### config.mk
export PLATFORM = sky130hd
export DESIGN_NAME = bus_grant_arbiter
export DESIGN_NICKNAME = d
export VERILOG_FILES = /design/src/rtl/cpu_bus_pkg.sv /design/src/rtl/bus_grant_arbiter_rr_pick.sv /design/src/rtl/bus_grant_arbiter.sv
export SDC_FILE = /design/constraint.sdc
export NUM_CORES = 1
export LEC_CHECK = 0
export CELL_PAD_IN_SITES_DETAIL_PLACEMENT = 0
export CELL_PAD_IN_SITES_GLOBAL_PLACEMENT = 2
export CORE_UTILIZATION = 35
export CTS_CLUSTER_SIZE = 28
export DETAILED_ROUTE_END_ITERATION = 6
export GPL_TIMING_DRIVEN = 1
export HOLD_SLACK_MARGIN = 0.03
export PLACE_DENSITY = 0.78
export REMOVE_ABC_BUFFERS = 1
export SLEW_MARGIN = 10
export SYNTH_ARGS = -nofsm -noshare
export SYNTH_HDL_FRONTEND = slang
export SYNTH_SLANG_ARGS = --single-unit
### constraint.sdc
create_clock -name i_clk -period 9 [get_ports i_clk]
set_input_delay 1.8 -clock i_clk [delete_from_list [all_inputs] [get_ports i_clk]]
set_output_delay 1.8 -clock i_clk [all_outputs]
set_load 0.1 [all_outputs]
### src/rtl/cpu_bus_pkg.sv
// Shared definitions for the CPU bus path: source count, arbiter state encoding,
// and bus-source indices agreed with the 32-to-5 bus-select encoder.
package cpu_bus_pkg;

    localparam int N     = 32;
    localparam int IDX_W = 5;

    typedef enum logic [1:0] {
        ST_IDLE  = 2'd0,
        ST_OWNED = 2'd1,
        ST_TURN  = 2'd2
    } state_t;

    localparam logic [IDX_W-1:0] SRC_R0     = 5'd0;
    localparam logic [IDX_W-1:0] SRC_R1     = 5'd1;
    localparam logic [IDX_W-1:0] SRC_R2     = 5'd2;
    localparam logic [IDX_W-1:0] SRC_R3     = 5'd3;
    localparam logic [IDX_W-1:0] SRC_R4     = 5'd4;
    localparam logic [IDX_W-1:0] SRC_R5     = 5'd5;
    localparam logic [IDX_W-1:0] SRC_R6     = 5'd6;
    localparam logic [IDX_W-1:0] SRC_R7     = 5'd7;
    localparam logic [IDX_W-1:0] SRC_R8     = 5'd8;
    localparam logic [IDX_W-1:0] SRC_R9     = 5'd9;
    localparam logic [IDX_W-1:0] SRC_R10    = 5'd10;
    localparam logic [IDX_W-1:0] SRC_R11    = 5'd11;
    localparam logic [IDX_W-1:0] SRC_R12    = 5'd12;
    localparam logic [IDX_W-1:0] SRC_R13    = 5'd13;
    localparam logic [IDX_W-1:0] SRC_R14    = 5'd14;
    localparam logic [IDX_W-1:0] SRC_R15    = 5'd15;
    localparam logic [IDX_W-1:0] SRC_HI     = 5'd16;
    localparam logic [IDX_W-1:0] SRC_LO     = 5'd17;
    localparam logic [IDX_W-1:0] SRC_PC     = 5'd18;
    localparam logic [IDX_W-1:0] SRC_MDR    = 5'd19;
    localparam logic [IDX_W-1:0] SRC_ZLO    = 5'd20;
    localparam logic [IDX_W-1:0] SRC_ZHI    = 5'd21;
    localparam logic [IDX_W-1:0] SRC_INPORT = 5'd22;
    localparam logic [IDX_W-1:0] SRC_CSIGN  = 5'd23;

    function automatic logic [N-1:0] f_onehot(input logic [IDX_W-1:0] idx);
        logic [N-1:0] one;
        one      = {{(N-1){1'b0}}, 1'b1};
        f_onehot = one << idx;
    endfunction

endpackage

### src/rtl/bus_grant_arbiter_rr_pick.sv
// Combinational round-robin picker: rotate requests so the search starts just
// above the last owner, take the lowest set bit, then map back to a source index.
module rr_pick
    import cpu_bus_pkg::*;
(
    input  logic [N-1:0]     i_req,
    input  logic [IDX_W-1:0] i_last_ptr,
    output logic [IDX_W-1:0] o_pick_idx,
    output logic             o_pick_valid,
    output logic             o_multi
);

    logic [IDX_W-1:0] w_start;
    logic [N-1:0]     w_rot;
    logic [IDX_W-1:0] w_off;
    logic             w_found;
    logic [IDX_W:0]   w_sum;

    assign w_start = (i_last_ptr == IDX_W'(N-1)) ? {IDX_W{1'b0}} : (i_last_ptr + {{(IDX_W-1){1'b0}}, 1'b1});

    // Rotate so that bit 0 of w_rot is source w_start.
    always_comb begin
        w_rot = {N{1'b0}};
        for (int i = 0; i < N; i++) begin
            w_rot[i] = i_req[(int'(w_start) + i) % N];
        end
    end

    // Lowest set bit of the rotated vector.
    always_comb begin
        w_off   = {IDX_W{1'b0}};
        w_found = 1'b0;
        for (int i = 0; i < N; i++) begin
            if (!w_found && w_rot[i]) begin
                w_off   = IDX_W'(i);
                w_found = 1'b1;
            end else begin
                w_found = w_found;
            end
        end
    end

    assign w_sum        = {1'b0, w_start} + {1'b0, w_off};
    assign o_pick_idx   = (w_sum >= (IDX_W+1)'(N)) ? IDX_W'(w_sum - (IDX_W+1)'(N)) : IDX_W'(w_sum);
    assign o_pick_valid = |i_req;
    assign o_multi      = |(i_req & (i_req - {{(N-1){1'b0}}, 1'b1}));

endmodule

### src/rtl/bus_grant_arbiter.sv
// Round-robin bus arbiter: one-hot registered grant for the bus-select encoder,
// no pre-emption, and a mandatory all-zero turnaround cycle between owners.
module bus_grant_arbiter
    import cpu_bus_pkg::*;
(
    input  logic             i_clk,
    input  logic             i_clr,
    input  logic [N-1:0]     i_req,
    input  logic             i_release,
    output logic [N-1:0]     o_grant,
    output logic             o_grant_valid,
    output logic [IDX_W-1:0] o_grant_idx,
    output logic             o_conflict,
    output logic             o_busy
);

    state_t           r_state;
    logic [N-1:0]     r_grant;
    logic             r_grant_valid;
    logic [IDX_W-1:0] r_grant_idx;
    logic             r_conflict;
    logic             r_busy;
    logic [IDX_W-1:0] r_last_ptr;

    state_t           w_state;
    logic [N-1:0]     w_grant;
    logic             w_grant_valid;
    logic [IDX_W-1:0] w_grant_idx;
    logic             w_conflict;
    logic             w_busy;
    logic [IDX_W-1:0] w_last_ptr;

    logic [IDX_W-1:0] w_pick_idx;
    logic             w_pick_valid;
    logic             w_multi;

    rr_pick u_rr_pick (
        .i_req        (i_req),
        .i_last_ptr   (r_last_ptr),
        .o_pick_idx   (w_pick_idx),
        .o_pick_valid (w_pick_valid),
        .o_multi      (w_multi)
    );

    // Next-state and next-output decode; grant_idx is kept after release as a debug trace.
    always_comb begin
        w_state       = r_state;
        w_grant       = r_grant;
        w_grant_valid = r_grant_valid;
        w_grant_idx   = r_grant_idx;
        w_conflict    = 1'b0;
        w_busy        = r_busy;
        w_last_ptr    = r_last_ptr;
        case (r_state)
            ST_IDLE: begin
                if (w_pick_valid) begin
                    w_state       = ST_OWNED;
                    w_grant       = f_onehot(w_pick_idx);
                    w_grant_valid = 1'b1;
                    w_grant_idx   = w_pick_idx;
                    w_conflict    = w_multi;
                    w_busy        = 1'b1;
                    w_last_ptr    = w_pick_idx;
                end else begin
                    w_grant       = {N{1'b0}};
                    w_grant_valid = 1'b0;
                    w_busy        = 1'b0;
                end
            end
            ST_OWNED: begin
                if (i_release || !i_req[r_grant_idx]) begin
                    w_state       = ST_TURN;
                    w_grant       = {N{1'b0}};
                    w_grant_valid = 1'b0;
                    w_busy        = 1'b1;
                end else begin
                    w_state       = ST_OWNED;
                end
            end
            ST_TURN: begin
                w_state       = ST_IDLE;
                w_grant       = {N{1'b0}};
                w_grant_valid = 1'b0;
                w_busy        = 1'b0;
            end
            default: begin
                w_state       = ST_IDLE;
                w_grant       = {N{1'b0}};
                w_grant_valid = 1'b0;
                w_busy        = 1'b0;
            end
        endcase
    end

    // State and output registers; clr overrides everything.
    always_ff @(posedge i_clk) begin
        if (i_clr) begin
            r_state       <= ST_IDLE;
            r_grant       <= {N{1'b0}};
            r_grant_valid <= 1'b0;
            r_grant_idx   <= {IDX_W{1'b0}};
            r_conflict    <= 1'b0;
            r_busy        <= 1'b0;
            r_last_ptr    <= IDX_W'(N-1);
        end else begin
            r_state       <= w_state;
            r_grant       <= w_grant;
            r_grant_valid <= w_grant_valid;
            r_grant_idx   <= w_grant_idx;
            r_conflict    <= w_conflict;
            r_busy        <= w_busy;
            r_last_ptr    <= w_last_ptr;
        end
    end

    assign o_grant       = r_grant;
    assign o_grant_valid = r_grant_valid;
    assign o_grant_idx   = r_grant_idx;
    assign o_conflict    = r_conflict;
    assign o_busy        = r_busy;

endmodule
==> results.cfg <==
[yosys]
synth-seq-area-share = 0.155
synth_area_leaders = mux4_2 24%, dfxtp_1 16%, mux2i_1 10%
dominantRegCellSynth = dfxtp_1
yosysUniqueCellTypes = 72
async_reset_ff_frac = 0
synthCells = 673
yosysTopAreaCell = mux4_2
synth.most_common_cell = nand2_1
ys_warn_count = 0
synth_seq_cells = 47
synth-edff-count = 0
avgSynthCellArea_sq_um = 9.01
netlist_area_sq_um = 6060
synthTopCellsByCount = 113 x nand2_1, 65 x mux4_2, 63 x mux2i_1
netlist.area_leader.share = 0.241

[worst_setup_path]
cp.depth = 24
reg2reg_depth = 24
cp_slowest_cell = dfxtp_1
arrival_ns = 7.96
critPathLaunchType = register
critical_path_buf_inv_count = 2
path_cells = ha_1 > and2_1 > ha_1 > nand2b_1 > buf_4 > inv_1 > ha_1 > nor2_1 > o21ai_0 > mux4_2 > mux4_2 > nand4_1 > or2_2 > a211oi_1 > o311ai_0 > nand2_1 > ha_1 > fa_1 > a21o_1 > a21oi_1 > xnor2_1 > a2111o_1 > a311o_1 > o31ai_1
crit_type = register to register
endpoint_kind = register
rrSetupSlack_ns = 1.24
cp_common_cell = ha_1
crit_family = compound AO/OA/AOI/OAI gates
crit_required_ns = 9.19
max_stage_delay_ns = 0.78
path_max_fanout = 19

[clock_network]
cts_inserted_buffers = 5
ctsHoldBuffers = 0
htree_levels = 2
clk_pin_slew_ns = 0.06
root_buffer = clkbuf_16
cts_tree = yes
clk_latency_ns = 0.29
clockBufferDepth = 2
post_cts_buffers = 0
cts_resized = 0
clkSinkCount = 47

[floorplanning]
initial_core_util = 0.362
rows = 47
io_pins = 75
die_x_um = 134
coreArea_sq_um = 16800
die_area_sq_um = 17900
dieHeight_um = 134

[min_path]
min_path_cells = 2
hold_class = register to register

[layout]
layout-area-overhead-vs-synth_pct = 16.2
nNetsFinal = 769
utilization = 0.421
drive_above_1_share = 0.159
stdcell_count = 938
insertedDiodeCount = 0

[drt]
drtIter0Drc = 462
vias = 5723
drc = 0
routed_wl_um = 20500
avgViaCountPerCell = 6.10
avgRoutedWirePerCell_um = 21.8
antenna_left = 0
drt-pass1-iter-count = 5

[run]
cap_violations = 0

[place]
place_congestion = 0.942
dp_cells = 930
io_buffers = 74
hpwlAfterDp_um = 15900

[grt]
grt_max_degree = 41
track_usage = 0.230
grt_pass1_vias = 5454
antenna_found_initial = 0
grt_overflow = 0
grt_pass1_wl_um = 31700

[sta]
tightest_slew_ns = 1.09
whs_ns = 0.451
rsz0062_at_grt = false
hold_viol = 0
fmax_mhz = 129
finalCriticalPeriod_ns = 7.76
slew_headroom = 0.274
maxSlewViolCount = 0
setup_tns_ns = 0
fin_worst_skew_ns = 0.00652
finalCritPeriodShare = 0.863
setup_viol = 0

[status]
status = complete, no violations
-- worst register-to-register path, cell delays in order, from the launching register on --
cell	delay, ns
dfxtp_1	0.78
ha_1	0.33
and2_1	0.15
ha_1	0.54
nand2b_1	0.21
buf_4	0.24
inv_1	0.39
ha_1	0.39
nor2_1	0.08
o21ai_0	0.27
mux4_2	0.44
mux4_2	0.52
nand4_1	0.16
or2_2	0.14
a211oi_1	0.04
o311ai_0	0.32
nand2_1	0.11
ha_1	0.24
fa_1	0.45
a21o_1	0.20
a21oi_1	0.19
xnor2_1	0.12
a2111o_1	0.34
a311o_1	0.68
o31ai_1	0.35
-- metal layers --
metal | vias to the layer above | part of all wire | GRT usage
met1 | 2821 | 0.45 | 0.317
met4 | 0 | 0.021 | 0.0650
met5 | - | 0 | 0
met2 | 224 | 0.48 | 0.377
li1 | 2649 | - | -
met3 | 29 | 0.052 | 0.0293
-- flip-flops by register name (all words and copies together) (netlist names) --
name,flops
o_busy,1
o_conflict,1
o_grant,32
o_grant_idx,5
o_grant_valid,1
r_last_ptr,5
r_state,2
-- final cells by class --
cell class                 count  area, sq um
inverter                      16         62.6
tap                          220          275
multi-input combinational    565         4830
clock buffer                   6          129
timing repair buffer          82          801
clock inverter                 2         12.5
sequential                    47          941
fill                        1640         9710
-- through the flow --
stage                     setup WS, ns  instance area (sq um)
after CTS                         1.23                   7040
after global placement            1.36                   6900
after global routing             0.665                   7050
after detailed placement          1.26                   6900
after floorplan                   1.35                   5820
final                             1.24                   7050
-- logic make-up (layout without fill, tap and decap cells) --
family,count (synthesis),in the layout,share of synthesized area
simple gates,234,234,0.189
compound gates,142,142,0.157
mux,136,136,0.360
buf+inv,61,106,0.0499
flops,47,47,0.155
xor+xnor,32,32,0.0462
fa+ha+maj,21,21,0.0429
-- cell usage in the layout, fill, tap and decap left out, types with 9 or more instances in the layout --
cell type / n
clkdlybuf4s50_1: 74
nand2_1: 113
inv_1: 13
ha_1: 16
nor2b_1: 11
mux2i_1: 63
or3_1: 9
mux4_2: 65
nor2_1: 23
dfxtp_1: 47
xor2_1: 10
nand3_1: 11
o21ai_0: 38
a21oi_1: 29
o21ai_2: 10
xnor2_1: 22
nand4_1: 12
-- final timing paths --
check,startpoint,end
setup / recovery,r_last_ptr[0],o_grant[29]
hold / removal,o_grant[15],o_grant[15]
setup reg to reg,r_last_ptr[0],o_grant[29]
hold reg to reg,o_grant[15],o_grant[15]
Power is left out: the tool's default activity adds up to more than one toggle a clock period on the data nets, which glitch-free logic cannot reach.
==> variant, RTL diff (same flow settings) <==
Set the package constant `N` to 16 (it was 32).
--- a/src/rtl/cpu_bus_pkg.sv
+++ b/src/rtl/cpu_bus_pkg.sv
@@ -2,7 +2,7 @@
 // and bus-source indices agreed with the 32-to-5 bus-select encoder.
 package cpu_bus_pkg;
 
-    localparam int N     = 32;
+    localparam int N     = 16;
     localparam int IDX_W = 5;
 
     typedef enum logic [1:0] {
Ports: changed (resized i_req and o_grant); port bits go from 75 to 43. The function was not compared with the original's and may differ.
==> variant against the unedited design <==
  * Setup slack better by 1.7 ns
  * Via count decreased by 50%
  * Final cell count down 47%
  * Routed wire length shrank 57%
  * Global-route usage down 2.0 points
  * Sequential cell count down 17
  * Critical path depth decreased by 6
  * Cell area fell by 50%
  * Clock skew about the same
  * Critical path type is now primary input to flop
  * Synthesized area decreased by 51%
  * Largest cell class unchanged
  * Utilization grew 1.2 points
Power is left out: the tool's default activity adds up to more than one toggle a clock period on the data nets, which glitch-free logic cannot reach.
==> variant: results <==
[outcome]
status = complete, no violations

[grt]
grt_start_max_net_pins = 36
grt_first_pass_wirelength_um = 14620
track_usage_pct = 21.05
grt_pass1_vias = 2703
antenna_found_initial = 0

[yosys]
synth.distinct_cells = 61
synthFlopType = dfxtp_1
synth_common_cells = mux2i_1 (39), nor2_1 (36), dfxtp_1 (30), a21oi_1 (25), o21ai_0 (21)
seq_area_frac_synth_pct = 20.24
ys_top_cells_by_area = dfxtp_1 (20%), mux2i_1 (13%), mux4_2 (6.8%)
async_flop_share_pct = 0
synth_top_area_share_pct = 20.24
yosysWarnings = 0

[clocking]
path_clk_slew_ns = 0.06
cts_inserted_buffers = 5
worstSkewPairLatency_ns = 0.28
cts-root-buf = clkbuf_8
clockBufferDepth = 2
htree_num_levels = 2
cts_resized = 0
post_cts_buffers = 0

[critical_path]
critPathMaxFanout = 8
crit_start = i_req[3]
crit_arrival_ns = 6.22
reg2reg_from = r_last_ptr[1]

[timing]
finClkSkew_ns = 0.006592
hold_violations = 0
worst_pin_slew_ns = 1.088

[placement]
placed_area_um2 = 3448
port_buffers = 42
dp_hpwl_um = 6603
place_congestion = 0.8816

[cells_and_area]
largest_register_ffs = 16
antenna_cells = 0
fin_nets = 416
fillers = 863
drive_above_1_share_pct = 10.49

[drt]
vias_per_cell = 5.780
avgRoutedWirePerCell_um = 17.78
dr.pass1.iters = 4
dr.first_iter.drc_count = 137

[min_path]
min_path_type = flop to flop
hold_start = o_grant[14]
==> variant: cell count changes after synthesis, moves of 11 or more <==
cell | unedited run | this run
dfxtp_1 | 47 | 30
a22oi_1 | 0 | 13
nand4_1 | 12 | 1
mux4_2 | 65 | 9
o21ai_0 | 38 | 21
nand2_1 | 113 | 19
xnor2_1 | 22 | 7
mux2i_1 | 63 | 39
clkbuf_1 | 23 | 12
nor2_1 | 24 | 36
==> variant: cell families after synthesis <==
group	count (synthesis)	share of synthesized area (%)
flops	30	20.24
xor+xnor	10	3.206
fa+ha+maj	9	3.880
simple gates	117	21.97
mux	53	21.89
buf+inv	32	4.892
compound gates	106	23.91
==> variant: metal layers <==
metal	vias to the layer above	share of wire [%]	track usage [%]
li1	1425	-	-
met1	1372	50	31.31
met2	62	45	32.24
met3	8	4.5	2.427
met4	0	0.84	4.615
met5	-	0	0
==> variant: final cells by class <==
class	count	area, µm²	area share (%)
Timing Repair Buffer	46	450.4	12.66
Clock buffer	5	68.82	1.935
Inverter	12	45.04	1.266
Sequential cell	30	600.6	16.88
Clock inverter	3	40.04	1.126
Multi-Input combinational cell	295	2221	62.43
Tap cell	105	131.4	3.693
==> variant: path summary, 6_finish.rpt <==
kind	slack [ns]	to	depth (start not counted)
worst max-delay path	2.99	o_grant[14]	18
worst min register to register	0.47	o_grant[14]	2
worst min-delay path	0.47	o_grant[14]	2
worst max register to register	3.20	o_grant[14]	21
==> variant: worst max-delay path: stages <==
cell             delay, ns
clkdlybuf4s50_1       0.64
nor2b_1               0.21
o21ai_0               0.10
a22oi_1               0.32
mux2i_1               0.14
mux2_2                0.30
a211oi_1              0.21
o21ai_1               0.10
a211oi_1              0.45
ha_1                  0.31
a21oi_1               0.13
nor2b_1               0.07
a21oi_1               0.14
nor2b_1               0.06
o211a_1               0.26
or4_4                 0.52
or3_1                 0.32
a21oi_1               0.12
==> variant: per-stage QoR <==
step | worst slack (ns) | cells | hold WS (ns)
after floorplan | 3.484 | 337 | 0.4856
after global placement | 2.824 | 488 | 0.4601
after detailed placement | 2.701 | 488 | 0.4557
after CTS | 3.008 | 496 | 0.4731
after global routing | 2.524 | 496 | 0.5016
final | 2.985 | 496 | 0.4711
